$ cat config.mk
export PLATFORM = sky130hd
export DESIGN_NAME = vector_addsub_tiled_flat
export DESIGN_NICKNAME = d
export VERILOG_FILES = /design/src/rtl/vector_addsub_tiled_pkg.sv /design/src/rtl/vector_addsub_tiled_if.sv /design/src/rtl/vector_addsub_tiled_addsub_lane.sv /design/src/rtl/vector_addsub_tiled.sv /design/src/flat_wrapper.sv
export SDC_FILE = /design/constraint.sdc
export NUM_CORES = 1
export LEC_CHECK = 0
export BUFFER_PORTS_ARGS = -buffer_cell sky130_fd_sc_hd__buf_4
export CORE_ASPECT_RATIO = 0.7
export CORE_UTILIZATION = 47
export DETAILED_ROUTE_END_ITERATION = 10
export PLACE_DENSITY = 0.66
export SYNTH_ARGS = -nofsm -noshare
export SYNTH_HDL_FRONTEND = slang
export SYNTH_SLANG_ARGS = --single-unit
$ cat constraint.sdc
create_clock -name clk -period 6.7 [get_ports clk]
set_input_delay 1.005 -clock clk [delete_from_list [all_inputs] [get_ports clk]]
set_output_delay 1.005 -clock clk [all_outputs]
set_load 0.02 [all_outputs]
$ cat src/rtl/vector_addsub_tiled_pkg.sv
// Shared definitions for the tiled vector add/subtract block.
// Latency: n/a (types, constants and elaboration-time helpers only).
// Backpressure: n/a.
package vector_addsub_pkg;

    localparam logic [1:0] MODE_ADD     = 2'b00;
    localparam logic [1:0] MODE_A_SUB_B = 2'b01;
    localparam logic [1:0] MODE_B_SUB_A = 2'b10;
    localparam logic [1:0] MODE_PASS_A  = 2'b11;

    typedef enum logic {
        ST_IDLE = 1'b0,
        ST_RUN  = 1'b1
    } state_t;

    // Number of chunks needed to cover x elements at y lanes per chunk.
    function automatic int ceil_div(input int x, input int y);
        return (x + y - 1) / y;
    endfunction

    function automatic int max(input int a, input int b);
        return (a > b) ? a : b;
    endfunction

    // Counter wide enough to hold the values 0..n.
    function automatic int cnt_width(input int n);
        return (n < 1) ? 1 : $clog2(n + 1);
    endfunction

endpackage

$ cat src/rtl/vector_addsub_tiled_if.sv
// Request/result bundle for vector_addsub_tiled.
// Latency: n/a (wires only).
// Backpressure: none; start is sampled only while the block is idle.
// Ports: start/mode/a/b from the requester, result/valid/busy/overflow back.
interface vector_addsub_tiled_if #(
    parameter int VECTOR_LEN        = 5,
    parameter int A_CELL_WIDTH      = 8,
    parameter int B_CELL_WIDTH      = 8,
    parameter int RESULT_CELL_WIDTH = 8
);
    logic                                    start;
    logic [1:0]                              mode;
    logic [VECTOR_LEN*A_CELL_WIDTH-1:0]      a;
    logic [VECTOR_LEN*B_CELL_WIDTH-1:0]      b;
    logic [VECTOR_LEN*RESULT_CELL_WIDTH-1:0] result;
    logic                                    valid;
    logic                                    busy;
    logic                                    overflow;

    modport master (
        output start, mode, a, b,
        input  result, valid, busy, overflow
    );

    modport slave (
        input  start, mode, a, b,
        output result, valid, busy, overflow
    );
endinterface

$ cat src/rtl/vector_addsub_tiled_addsub_lane.sv
// One lane: exact add/sub of a sign-extended cell pair, narrowed to R bits.
// Latency: combinational.
// Backpressure: none; en masks the overflow report of an idle lane.
// Ports: a_cell, b_cell, mode, en in; res (R bits), ovf out.
// Build option: VECTOR_ADDSUB_SATURATE_EN clamps overflowing results instead of wrapping.
module addsub_lane
    import vector_addsub_pkg::*;
#(
    parameter int A_W = 8,
    parameter int B_W = 8,
    parameter int R_W = 8
) (
    input  logic signed [A_W-1:0] a_cell,
    input  logic signed [B_W-1:0] b_cell,
    input  logic [1:0]            mode,
    input  logic                  en,
    output logic [R_W-1:0]        res,
    output logic                  ovf
);
    // One guard bit above the widest operand makes every mode exact.
    localparam int W = max(A_W, B_W) + 1;

    logic signed [W-1:0] ax;
    logic signed [W-1:0] bx;
    logic signed [W-1:0] exact;
    logic                ovf_raw;

    assign ax = W'(a_cell);
    assign bx = W'(b_cell);

    always_comb begin
        exact = ax;
        case (mode)
            MODE_ADD:     exact = ax + bx;
            MODE_A_SUB_B: exact = ax - bx;
            MODE_B_SUB_A: exact = bx - ax;
            default:      exact = ax;
        endcase
    end

    generate
        if (R_W >= W) begin : g_wide
            // Every exact value fits; just sign-extend.
            assign res     = R_W'(exact);
            assign ovf_raw = 1'b0;
        end else begin : g_narrow
            logic [R_W-1:0]      low;
            logic signed [W-1:0] back;

            assign low = exact[R_W-1:0];
            // Out of range exactly when the low bits do not sign-extend back.
            assign back    = W'(signed'(low));
            assign ovf_raw = (back != exact);
`ifdef VECTOR_ADDSUB_SATURATE_EN
            assign res = !ovf_raw ? low :
                         exact[W-1] ? {1'b1, {(R_W-1){1'b0}}}
                                    : {1'b0, {(R_W-1){1'b1}}};
`else
            assign res = low;
`endif
        end
    endgenerate

    assign ovf = en & ovf_raw;

endmodule

$ cat src/rtl/vector_addsub_tiled.sv
// Element-wise a+b / a-b / b-a / pass-a over a vector, TILING lanes per clock.
// Latency: ceil(VECTOR_LEN/TILING) cycles from accepted start to the valid pulse.
// Backpressure: none; start is ignored while busy, accepted again in the valid cycle.
// Ports: clk, rst (async, active high), bus (slave side of vector_addsub_tiled_if).
// Build option: VECTOR_ADDSUB_SATURATE_EN selects saturating lanes (default wraps).
module vector_addsub_tiled
    import vector_addsub_pkg::*;
#(
    parameter int VECTOR_LEN        = 5,
    parameter int A_CELL_WIDTH      = 8,
    parameter int B_CELL_WIDTH      = 8,
    parameter int RESULT_CELL_WIDTH = 8,
    parameter int TILING            = 2
) (
    input  logic                   clk,
    input  logic                   rst,
    vector_addsub_tiled_if.slave   bus
);
    localparam int N  = ceil_div(VECTOR_LEN, TILING);
    localparam int CW = cnt_width(N);
    // Element index can reach N*TILING-1 in the last chunk.
    localparam int IW = cnt_width(N * TILING);
    localparam int AW = A_CELL_WIDTH;
    localparam int BW = B_CELL_WIDTH;
    localparam int RW = RESULT_CELL_WIDTH;

    state_t                  state;
    state_t                  state_n;
    logic [CW-1:0]           cnt;
    logic [VECTOR_LEN*AW-1:0] a_q;
    logic [VECTOR_LEN*BW-1:0] b_q;
    logic [1:0]              mode_q;
    logic [VECTOR_LEN*RW-1:0] result_q;
    logic                    valid_q;
    logic                    ovf_q;
    logic                    last_chunk;

    logic [IW-1:0]           lane_idx [TILING];
    logic [TILING-1:0]       lane_en;
    logic [TILING-1:0]       lane_ovf;
    logic [RW-1:0]           lane_res [TILING];

    assign last_chunk = (cnt == CW'(N - 1));

    generate
        for (genvar j = 0; j < TILING; j++) begin : g_lane
            logic signed [AW-1:0] a_sel;
            logic signed [BW-1:0] b_sel;

            // Lanes whose index runs past the vector end are masked.
            always_comb begin
                lane_idx[j] = IW'(cnt) * IW'(TILING) + IW'(j);
                lane_en[j]  = (state == ST_RUN) && (lane_idx[j] < IW'(VECTOR_LEN));
            end

            always_comb begin
                a_sel = '0;
                b_sel = '0;
                for (int e = 0; e < VECTOR_LEN; e++) begin
                    if (lane_idx[j] == IW'(e)) begin
                        a_sel = a_q[e*AW +: AW];
                        b_sel = b_q[e*BW +: BW];
                    end
                end
            end

            addsub_lane #(
                .A_W (AW),
                .B_W (BW),
                .R_W (RW)
            ) u_lane (
                .a_cell (a_sel),
                .b_cell (b_sel),
                .mode   (mode_q),
                .en     (lane_en[j]),
                .res    (lane_res[j]),
                .ovf    (lane_ovf[j])
            );
        end
    endgenerate

    always_comb begin
        state_n = state;
        case (state)
            ST_IDLE: if (bus.start) state_n = ST_RUN;
            ST_RUN:  if (last_chunk) state_n = ST_IDLE;
            default: state_n = ST_IDLE;
        endcase
    end

    always_ff @(posedge clk or posedge rst) begin
        if (rst) begin
            state    <= ST_IDLE;
            cnt      <= '0;
            a_q      <= '0;
            b_q      <= '0;
            mode_q   <= '0;
            result_q <= '0;
            valid_q  <= 1'b0;
            ovf_q    <= 1'b0;
        end else begin
            state   <= state_n;
            valid_q <= 1'b0;
            case (state)
                ST_IDLE: begin
                    if (bus.start) begin
                        a_q    <= bus.a;
                        b_q    <= bus.b;
                        mode_q <= bus.mode;
                        cnt    <= '0;
                        ovf_q  <= 1'b0;
                    end
                end
                ST_RUN: begin
                    cnt   <= cnt + 1'b1;
                    ovf_q <= ovf_q | (|lane_ovf);
                    for (int j = 0; j < TILING; j++) begin
                        for (int e = 0; e < VECTOR_LEN; e++) begin
                            if (lane_en[j] && (lane_idx[j] == IW'(e))) begin
                                result_q[e*RW +: RW] <= lane_res[j];
                            end
                        end
                    end
                    if (last_chunk) valid_q <= 1'b1;
                end
                default: ;
            endcase
        end
    end

    assign bus.result   = result_q;
    assign bus.valid    = valid_q;
    assign bus.busy     = (state == ST_RUN);
    assign bus.overflow = ovf_q;

endmodule
$ cat src/flat_wrapper.sv
// flat-port wrapper written by rule: the top's interface ports become plain ports
module vector_addsub_tiled_flat import vector_addsub_pkg::*;
#(
    parameter int VECTOR_LEN        = 5,
    parameter int A_CELL_WIDTH      = 8,
    parameter int B_CELL_WIDTH      = 8,
    parameter int RESULT_CELL_WIDTH = 8,
    parameter int TILING            = 2
)
  (clk, rst, bus_start, bus_mode, bus_a, bus_b, bus_result, bus_valid, bus_busy, bus_overflow);
  vector_addsub_tiled_if #(.VECTOR_LEN(VECTOR_LEN), .A_CELL_WIDTH(A_CELL_WIDTH), .B_CELL_WIDTH(B_CELL_WIDTH), .RESULT_CELL_WIDTH(RESULT_CELL_WIDTH)) bus_i ();
  input  logic clk;
  input  logic rst;
  input wire logic [$bits(bus_i.start)-1:0] bus_start;
  input wire logic [$bits(bus_i.mode)-1:0] bus_mode;
  input wire logic [$bits(bus_i.a)-1:0] bus_a;
  input wire logic [$bits(bus_i.b)-1:0] bus_b;
  output wire logic [$bits(bus_i.result)-1:0] bus_result;
  output wire logic [$bits(bus_i.valid)-1:0] bus_valid;
  output wire logic [$bits(bus_i.busy)-1:0] bus_busy;
  output wire logic [$bits(bus_i.overflow)-1:0] bus_overflow;
  assign bus_i.start = bus_start;
  assign bus_i.mode = bus_mode;
  assign bus_i.a = bus_a;
  assign bus_i.b = bus_b;
  assign bus_result = bus_i.result;
  assign bus_valid = bus_i.valid;
  assign bus_busy = bus_i.busy;
  assign bus_overflow = bus_i.overflow;
  vector_addsub_tiled #(.VECTOR_LEN(VECTOR_LEN), .A_CELL_WIDTH(A_CELL_WIDTH), .B_CELL_WIDTH(B_CELL_WIDTH), .RESULT_CELL_WIDTH(RESULT_CELL_WIDTH), .TILING(TILING)) u_core (.clk(clk), .rst(rst), .bus(bus_i));
endmodule
==> results of run 1 <==
## per-layer routing
metal	up-vias	GRT usage, %	wire length, um	part of all wire (%)
met2	248	33.4	7390	38
li1	3255	-	-	-
met3	15	5.03	1400	7.1
met5	-	0	0	0
met4	0	5.19	150	0.76
met1	3007	41.4	10700	55
## layout make-up
type                    count  area [um2]  area share (%)
inverters                  38         145            1.60
flip-flops and latches    127        3180            34.9
clock inverters            14         146            1.61
repair buffers            133         998            11.0
well taps                 200         250            2.75
clock buffers              18         439            4.83
multi-input cells         705        3940            43.3
## stage by stage
step	utilization, %	setup slack [ps]	instance area [um2]	instances
2_1_floorplan	-	2310	7460	913
3_3_place_gp	54.9	2080	8510	1203
3_5_place_dp	54.9	1880	8510	1203
4_1_cts	58.7	1870	9090	1235
5_1_grt	58.7	1430	9090	1235
6_report	58.7	1880	9090	1235
## state kept, by name (all words and copies together), names as in the netlist
name                 cells
u_core.bus.valid         1
u_core.b_q              40
u_core.bus.overflow      1
u_core.a_q              40
u_core.cnt               2
u_core.bus.result       40
u_core.bus.busy          1
u_core.mode_q            2
## placed cells by master (no fill, tap or decap), types with 3 or more instances in the layout
master / instances
o31ai_1: 3
dfrtp_1: 127
inv_6: 6
nor2_1: 42
inv_1: 36
a2bb2oi_2: 5
a21oi_1: 29
ha_1: 37
nor3_1: 12
nand3_1: 7
a22oi_1: 10
clkinv_4: 3
o41ai_1: 3
a31oi_1: 3
clkbuf_16: 17
o211ai_1: 4
nand2b_1: 3
nand2_1: 341
o2111ai_1: 3
o21ai_0: 68
mux2i_1: 3
nand3b_1: 11
nand4_1: 4
o21a_1: 19
nor2b_1: 13
fa_1: 4
xor2_1: 11
and2_1: 4
buf_4: 133
a21o_1: 5
mux2_2: 5
xnor2_1: 20
## worst max path at each step
stage	startpoint	end	slack [ps]
after floorplan	rst	u_core.a_q[0]$_DFFE_PP0P_	2310
after global placement	u_core.cnt[1]$_DFFE_PP0P_	u_core.bus.overflow$_DFFE_PP0P_	2080
after detailed placement	u_core.cnt[1]$_DFFE_PP0P_	u_core.bus.overflow$_DFFE_PP0P_	1880
after CTS	u_core.cnt[1]$_DFFE_PP0P_	u_core.bus.overflow$_DFFE_PP0P_	1870
after global routing	u_core.cnt[1]$_DFFE_PP0P_	u_core.bus.overflow$_DFFE_PP0P_	1430
final	u_core.cnt[1]$_DFFE_PP0P_	u_core.bus.overflow$_DFFE_PP0P_	1880
## cells by family (layout without fill, tap and decap cells)
group | count (synthesis) | after routing
AND/OR/NAND/NOR | 449 | 449
AO/OA/AOI/OAI | 175 | 175
flip-flops | 127 | 127
buffers and inverters | 81 | 203
adder cells (fa/ha/maj) | 42 | 42
XOR/XNOR | 31 | 31
multiplexers | 8 | 8
## critical path, cell delays in order (launching register included)
cell	delay, ps
dfrtp_1	430
inv_1	120
ha_1	740
nand2_1	110
nor2_1	110
a21oi_1	60
o21ai_0	400
inv_1	120
ha_1	220
and3b_2	210
a41oi_1	210
o21ai_0	130
xor2_1	180
ha_1	350
o21a_1	130
o31ai_1	90
a21oi_1	190
mux2i_1	230
o221ai_1	250
xor2_1	230
o311ai_2	220
==> reports/metrics.sh, run 1 <==
STATUS='finished with violations'
FAILED_CHECKS='design-rule violations'
SYNTH_COMMONEST_CELLS='nand2_1 (342), dfrtp_1 (127), o21ai_0 (68)'
POST-DP-HPWL_UM=14700
CLOCKROOTBUFFER='clkbuf_16'
DRC=5
PATH_CLK_SLEW_PS=70
CRITPATHCAPTURETYPE='register'
CTSLONGESTPATHBUFFERS=2
ROUTED_WIRE_LENGTH_PER_INSTANCE_UM=15.9
WORST_R2R_STARTPOINT='u_core.cnt[1]$_DFFE_PP0P_'
TRITONROUTE_PASS_1_ITERS=8
YOSYSTOPAREACELLSHARE_PCT=42.6
SYNTH-EDFF-COUNT=0
FINAL.PERIOD_UTILIZATION_PCT=71.9
MAX_CLOCK_FREQ_MHz=208
SYNTHMUXAREASHARE_PCT=1.16
SETUP.WORST_PATH.START_CLASS='register'
INITIAL_CORE_UTILIZATION_PCT=48.2
SYNTHTOLAYOUTAREAGROWTH_PCT=21.8
REGTOREGSETUPSLACK_PS=1880
GRT-OVFL-TOTAL=0
POSTSYNTHNETCOUNT=1040
PORT_BUFFERS=127
GRT_START_MAX_NET_PINS=83
FINAL_NETS=1149
R2R.WORST_PATH.CELLS=20
VERTICAL_EXTENT_OF_THE_DIE_UM=107
GRT_PASS1_VIAS=6002
TIMING.HOLD.WORST_PATH_DEPTH=2
GRT_ANTENNA_BEFORE_REPAIR=0
MEAN_INSTANCE_SIZE_IN_THE_SYNTHESIZED_NETLIST_UM2=8.17
CRIT_FANOUT=24
FRACTION_OF_THE_MAPPED_NETLIST_AREA_IN_COMPOUND_GATES_PCT=15.4
YS_SEQ_ELEMENTS=127
GLOBAL_ROUTE.USAGE.TOTAL_PCT=25.3
PART_OF_THE_YOSYS_AREA_USED_FOR_SEQUENTIAL_ELEMENTS_PCT=42.6
UNIQUE_MASTERS_POST_SYNTH=61
ASYNC_RESET_FF_SHARE_PCT=100
PLACEMENT_ROWS=38
VIAS_PER_CELL=5.28
POST_CTS_RESIZED=0
IO-PIN-COUNT=128
REGTOREGENDPOINT='u_core.bus.overflow$_DFFE_PP0P_'
YOSYS.AREA_SHARE.SIMPLE_PCT=24.8
INITIALDRTVIOLATIONCOUNT=530
YOSYSMOSTFREQUENTCELL='nand2_1'
NETLIST.TOP_CELL.BY_AREA='dfrtp_1'
WORSTHOLDSTART='u_core.a_q[0]$_DFFE_PP0P_'
POST_SYNTH_MAIN_AREA_CONTRIBUTORS='dfrtp_1 (43%), nand2_1 (17%), ha_1 (6.4%)'
WORST_SLEW_PIN_SLEW_PS=969
NUM_ANTENNA_CELLS=0
SYNTHXORXNORAREAFRAC_PCT=3.64
FRACTION_OF_LAYOUT_CELLS_WITH_A_SIZE_SUFFIX_ABOVE_1_PCT=18.4
HP-CLASS='reg -> reg'
MIN_DELAY_WORST_ENDPOINT='u_core.a_q[0]$_DFFE_PP0P_'
GLOBALPLACE.CONGESTION=0.968
FINALSETUPVIOLATIONS=0
CTS_HOLD_BUFFERS=0
CTS-BUFFERS-INSERTED=17
GRT_FIRST_PASS_WIRELENGTH_UM=32100
MAXCAPVIOLCOUNT=0
YS.FLOP_TYPE='dfrtp_1'
CTS_POST_SETUP_BUFFERS_INSERTED=0
SYNTH_TOP_FAMILY_BY_AREA='simple AND/OR/NAND/NOR gates'
TIMING_MAX_TRANSITION_VIOLATIONS_FINAL=0
WORSTSKEWPAIRLATENCY_PS=420
PERIOD_MINUS_WS_FINAL_PS=4820
SYN_AREA_MM2=0.00746
DIE_BOUNDARY_WIDTH_UM=153
FLOORPLAN.DIE_AREA_MM2=0.0164
NUM-FILL-CELLS=1452
CRITPATHREQUIREDTIME_PS=7030
HTREE_LEVELS=4
TIMING.SETUP.CRITICAL_PATH_CLASS='reg -> reg'
SLEW_HEADROOM_PCT=35.4
DESIGN.CORE.AREA_MM2=0.0155
SYNTHESIS.INSTANCES=913
FINAL-HOLD-VIOLATION-COUNT=0
CTS_TREE='yes'
POST_SYNTH_FA_HA_MAJ_AREA_FRACTION_PCT=7.44
SYNTH.YOSYS.WARNINGS=0
FINAL.SETUP.TNS_PS=0
VIAS=6525
FINALHOLDWORSTSLACK_PS=475
CLOCK_SINKS=127
WORST_CLOCK_SKEW_PS=16.0
WIRELENGTH_UM=19700
ANT_NETS=0
UNREPAIRED_SETUP_ENDPOINTS_AFTER_GLOBAL_ROUTING='false'
TIMING.CRITICAL_PATH.ARRIVAL_PS=5150
Power of run 1 is left out: the tool's default activity adds up to more than one toggle a clock period on the data nets, which glitch-free logic cannot reach.
==> inputs of run 2 (changes only) <==
--- a/config.mk
+++ b/config.mk
@@ -9,7 +9,7 @@
 export CORE_ASPECT_RATIO = 0.7
 export CORE_UTILIZATION = 47
 export DETAILED_ROUTE_END_ITERATION = 10
-export PLACE_DENSITY = 0.66
+export PLACE_DENSITY = 0.68
 export SYNTH_ARGS = -nofsm -noshare
 export SYNTH_HDL_FRONTEND = slang
 export SYNTH_SLANG_ARGS = --single-unit
==> constraint.sdc (replaced) <==
create_clock -name clk -period 4.12 [get_ports clk]
set_input_delay 0.618 -clock clk [delete_from_list [all_inputs] [get_ports clk]]
set_output_delay 0.618 -clock clk [all_outputs]
set_load 0.02 [all_outputs]
==> reports/metrics.sh, run 2 (synthesis results as in run 1) <==
POST_DETAILED_PLACEMENT_CELL_AREA_MM2=0.00864  # +1.5%
LARGEST_DELAY_CONTRIBUTOR_FAMILY_ON_THE_CRITICAL_PATH='compound AO/OA/AOI/OAI gates'
DR_WL_MET2_UM=7810  # +5.7%
POST-DP-HPWL_UM=15000  # +2.1%
GRT_START_MAX_NET_PINS=71  # -14%
POST-ROUTE-CELL-AREA_MM2=0.00931  # +2.4%
WORST_SLEW_PIN_SLEW_PS=983  # +13.9 ps
VIAS_PER_CELL=5.37  # +1.7%
FLOORPLAN.DIE_AREA_MM2=0.0164  # unchanged
PERIOD_MINUS_WS_FINAL_PS=3860  # -961 ps
TRITONROUTE_PASS_1_ITERS=9  # +1
FINISH.UTILIZATION_PCT=60.1  # +1.4 points
FINAL_NETS=1166  # +1.5%
SETUP.WORST_PATH.START_CLASS='register'
CTS_TREE='yes'
HIGHEST-SIGNAL-LAYER='met4'
FINALSETUPVIOLATIONS=0  # unchanged
INITIALDRTVIOLATIONCOUNT=621  # +17%
INITIAL_CORE_UTILIZATION_PCT=48.2  # unchanged
MOSTFREQUENTLAYOUTCELL='nand2_1'
CRIT_FANOUT=8  # -67%
GRT_PASS1_VIAS=6171  # +2.8%
CRIT_PATH_FREQUENT_CELL='nor2b_1'
TIMING.SETUP.CRITICAL_PATH_CLASS='reg -> reg'
SLEW_HEADROOM_PCT=34.3  # -1.2 points
BUFFERS_PLUS_INVERTERS_ON_THE_WORST_SETUP_PATH=3  # +1
WORSTPATHCELLLIST='inv_2, ha_4, nor2b_1, buf_4, a22oi_1, o21a_1, inv_1, ha_1, fa_1, nor2b_1, o21ai_0, a21boi_0, o31ai_1, a221oi_1, o211ai_2, xor2_1, o311ai_2'
WORST_CLOCK_SKEW_PS=12.0  # -4.06 ps
REGTOREGSETUPSLACK_PS=260  # -1620 ps
TIMING.CRITICAL_PATH.ARRIVAL_PS=4180  # -970 ps
FINAL-HOLD-VIOLATION-COUNT=0  # unchanged
DESIGN.CORE.AREA_MM2=0.0155  # unchanged
GRT_FIRST_PASS_WIRELENGTH_UM=32500  # +1.3%
GLOBALPLACE.CONGESTION=0.917  # -5.2%
WORST_R2R_STARTPOINT='u_core.cnt[1]$_DFFE_PP0P_'
GRT_ANTENNA_BEFORE_REPAIR=0  # unchanged
VIAS=6724  # +3.0%
WORSTSKEWPAIRLATENCY_PS=420  # about the same
TIMING_MAX_TRANSITION_VIOLATIONS_FINAL=0  # unchanged
SYNTHTOLAYOUTAREAGROWTH_PCT=24.8
PORT_BUFFERS=127  # unchanged
REGTOREGENDPOINT='u_core.bus.overflow$_DFFE_PP0P_'
HTREE_LEVELS=4  # unchanged
STATUS='finished with violations'
NUM_ANTENNA_CELLS=0  # unchanged
FINAL.PERIOD_UTILIZATION_PCT=93.6  # +22 points
CTSLONGESTPATHBUFFERS=2  # unchanged
WIRELENGTH_UM=20000  # +1.9%
R2R.WORST_PATH.CELLS=17  # -15%
CLOCKROOTBUFFER='clkbuf_16'
VERTICAL_EXTENT_OF_THE_DIE_UM=107  # unchanged
LAYOUT.CELLS.MOST_COMMON_LIST='nand2_1 (341), buf_4 (149), dfrtp_1 (126)'
FAILED_CHECKS='design-rule violations'
MAXCAPVIOLCOUNT=0  # unchanged
CRITPATHCAPTURETYPE='register'
PLACEMENT_ROWS=38  # unchanged
FINAL.SETUP.TNS_PS=0  # unchanged
TIMING.CRITICAL_PATH.SLOWEST_CELL_DELAY_PS=430  # -310 ps
FINALNONFILLERCELLS=1251  # +1.3%
HP-CLASS='in -> async'
GRT-OVFL-TOTAL=0  # unchanged
ANT_NETS=0  # unchanged
DIE_BOUNDARY_WIDTH_UM=153  # unchanged
IO-PIN-COUNT=128  # unchanged
DP_CELLS=1219  # +1.3%
CPMAXSTAGEDELAYCELL='dfrtp_1'
DRC=12  # +7
CRITPATHREQUIREDTIME_PS=4440  # -2590 ps
PATH_CLK_SLEW_PS=70  # about the same
FRACTION_OF_LAYOUT_CELLS_WITH_A_SIZE_SUFFIX_ABOVE_1_PCT=20.4  # +2.0 points
M1WIRELENGTH_UM=10400  # -3.3%
CTS-BUFFERS-INSERTED=17  # unchanged
ROUTED-WL-MET3_UM=1680  # +21%
MAX_CLOCK_FREQ_MHz=259  # +25%
GLOBAL_ROUTE.USAGE.TOTAL_PCT=25.7  # +0.37 points
ROUTED_WIRE_LENGTH_PER_INSTANCE_UM=16.0  # +0.63%
CLOCK_SINKS=127  # unchanged
run 2: changes by cell type in the layout (fill, tap and decap cells not counted), moves of 2 or more:
cell | before | now
ha_4 | 0 | 2
inv_1 | 36 | 34
buf_4 | 133 | 149
inv_2 | 1 | 3
inv_6 | 6 | 4
o21ai_1 | 1 | 3
o21ai_0 | 68 | 66
bufinv_16 | 1 | 3
run 2: metrics by stage:
step	hold slack (ps)	worst slack, ps
after detailed placement	463	88.6
after floorplan	446	17.0
after global placement	459	242
final	383	264
after global routing	387	-4.64
after CTS	373	68.7
run 2: worst max path at each step:
stage	start	endpoint	slack, ps	cells after the start
6_report	u_core.cnt[1]$_DFFE_PP0P_	u_core.bus.overflow$_DFFE_PP0P_	260	17
5_1_grt	u_core.cnt[1]$_DFFE_PP0P_	u_core.bus.overflow$_DFFE_PP0P_	-5	20
4_1_cts	u_core.cnt[1]$_DFFE_PP0P_	u_core.bus.overflow$_DFFE_PP0P_	70	20
3_5_place_dp	u_core.cnt[1]$_DFFE_PP0P_	u_core.bus.overflow$_DFFE_PP0P_	90	20
3_3_place_gp	u_core.cnt[1]$_DFFE_PP0P_	u_core.bus.overflow$_DFFE_PP0P_	240	20
2_1_floorplan	u_core.cnt[1]$_DFFE_PP0P_	u_core.bus.overflow$_DFFE_PP0P_	20	23
run 2: final cells by class:
type / count / area (um2)
fill: 1386 / 6190
multi-input combinational: 705 / 3990
sequential: 127 / 3180
timing repair buffer: 150 / 1140
clock buffer: 17 / 425
tap: 200 / 250
clock inverter: 14 / 181
inverter: 38 / 145
run 2: what timing repair did:
action / CTS / global route
endpoints found under the setup margin: 0 / 8
setup buffers: 0 / 1
hold buffers: 0 / 0
resized for setup: 0 / 13
run 2: per-layer routing:
layer  vias up  track usage [%]
met5         -                0
met1      3140             40.6
met2       278             34.8
met4         0             6.49
met3        15             5.43
li1       3291                -
run 2: worst reg2reg max path, stage by stage, from the launching register on:
cell and delay (ps):
dfrtp_1 430, inv_2 100, ha_4 200, nor2b_1 180
buf_4 170, a22oi_1 180, o21a_1 160, inv_1 40
ha_1 190, fa_1 410, nor2b_1 160, o21ai_0 130
a21boi_0 320, o31ai_1 150, a221oi_1 370, o211ai_2 140
xor2_1 200, o311ai_2 220
Power of run 2 is left out for the same reason.
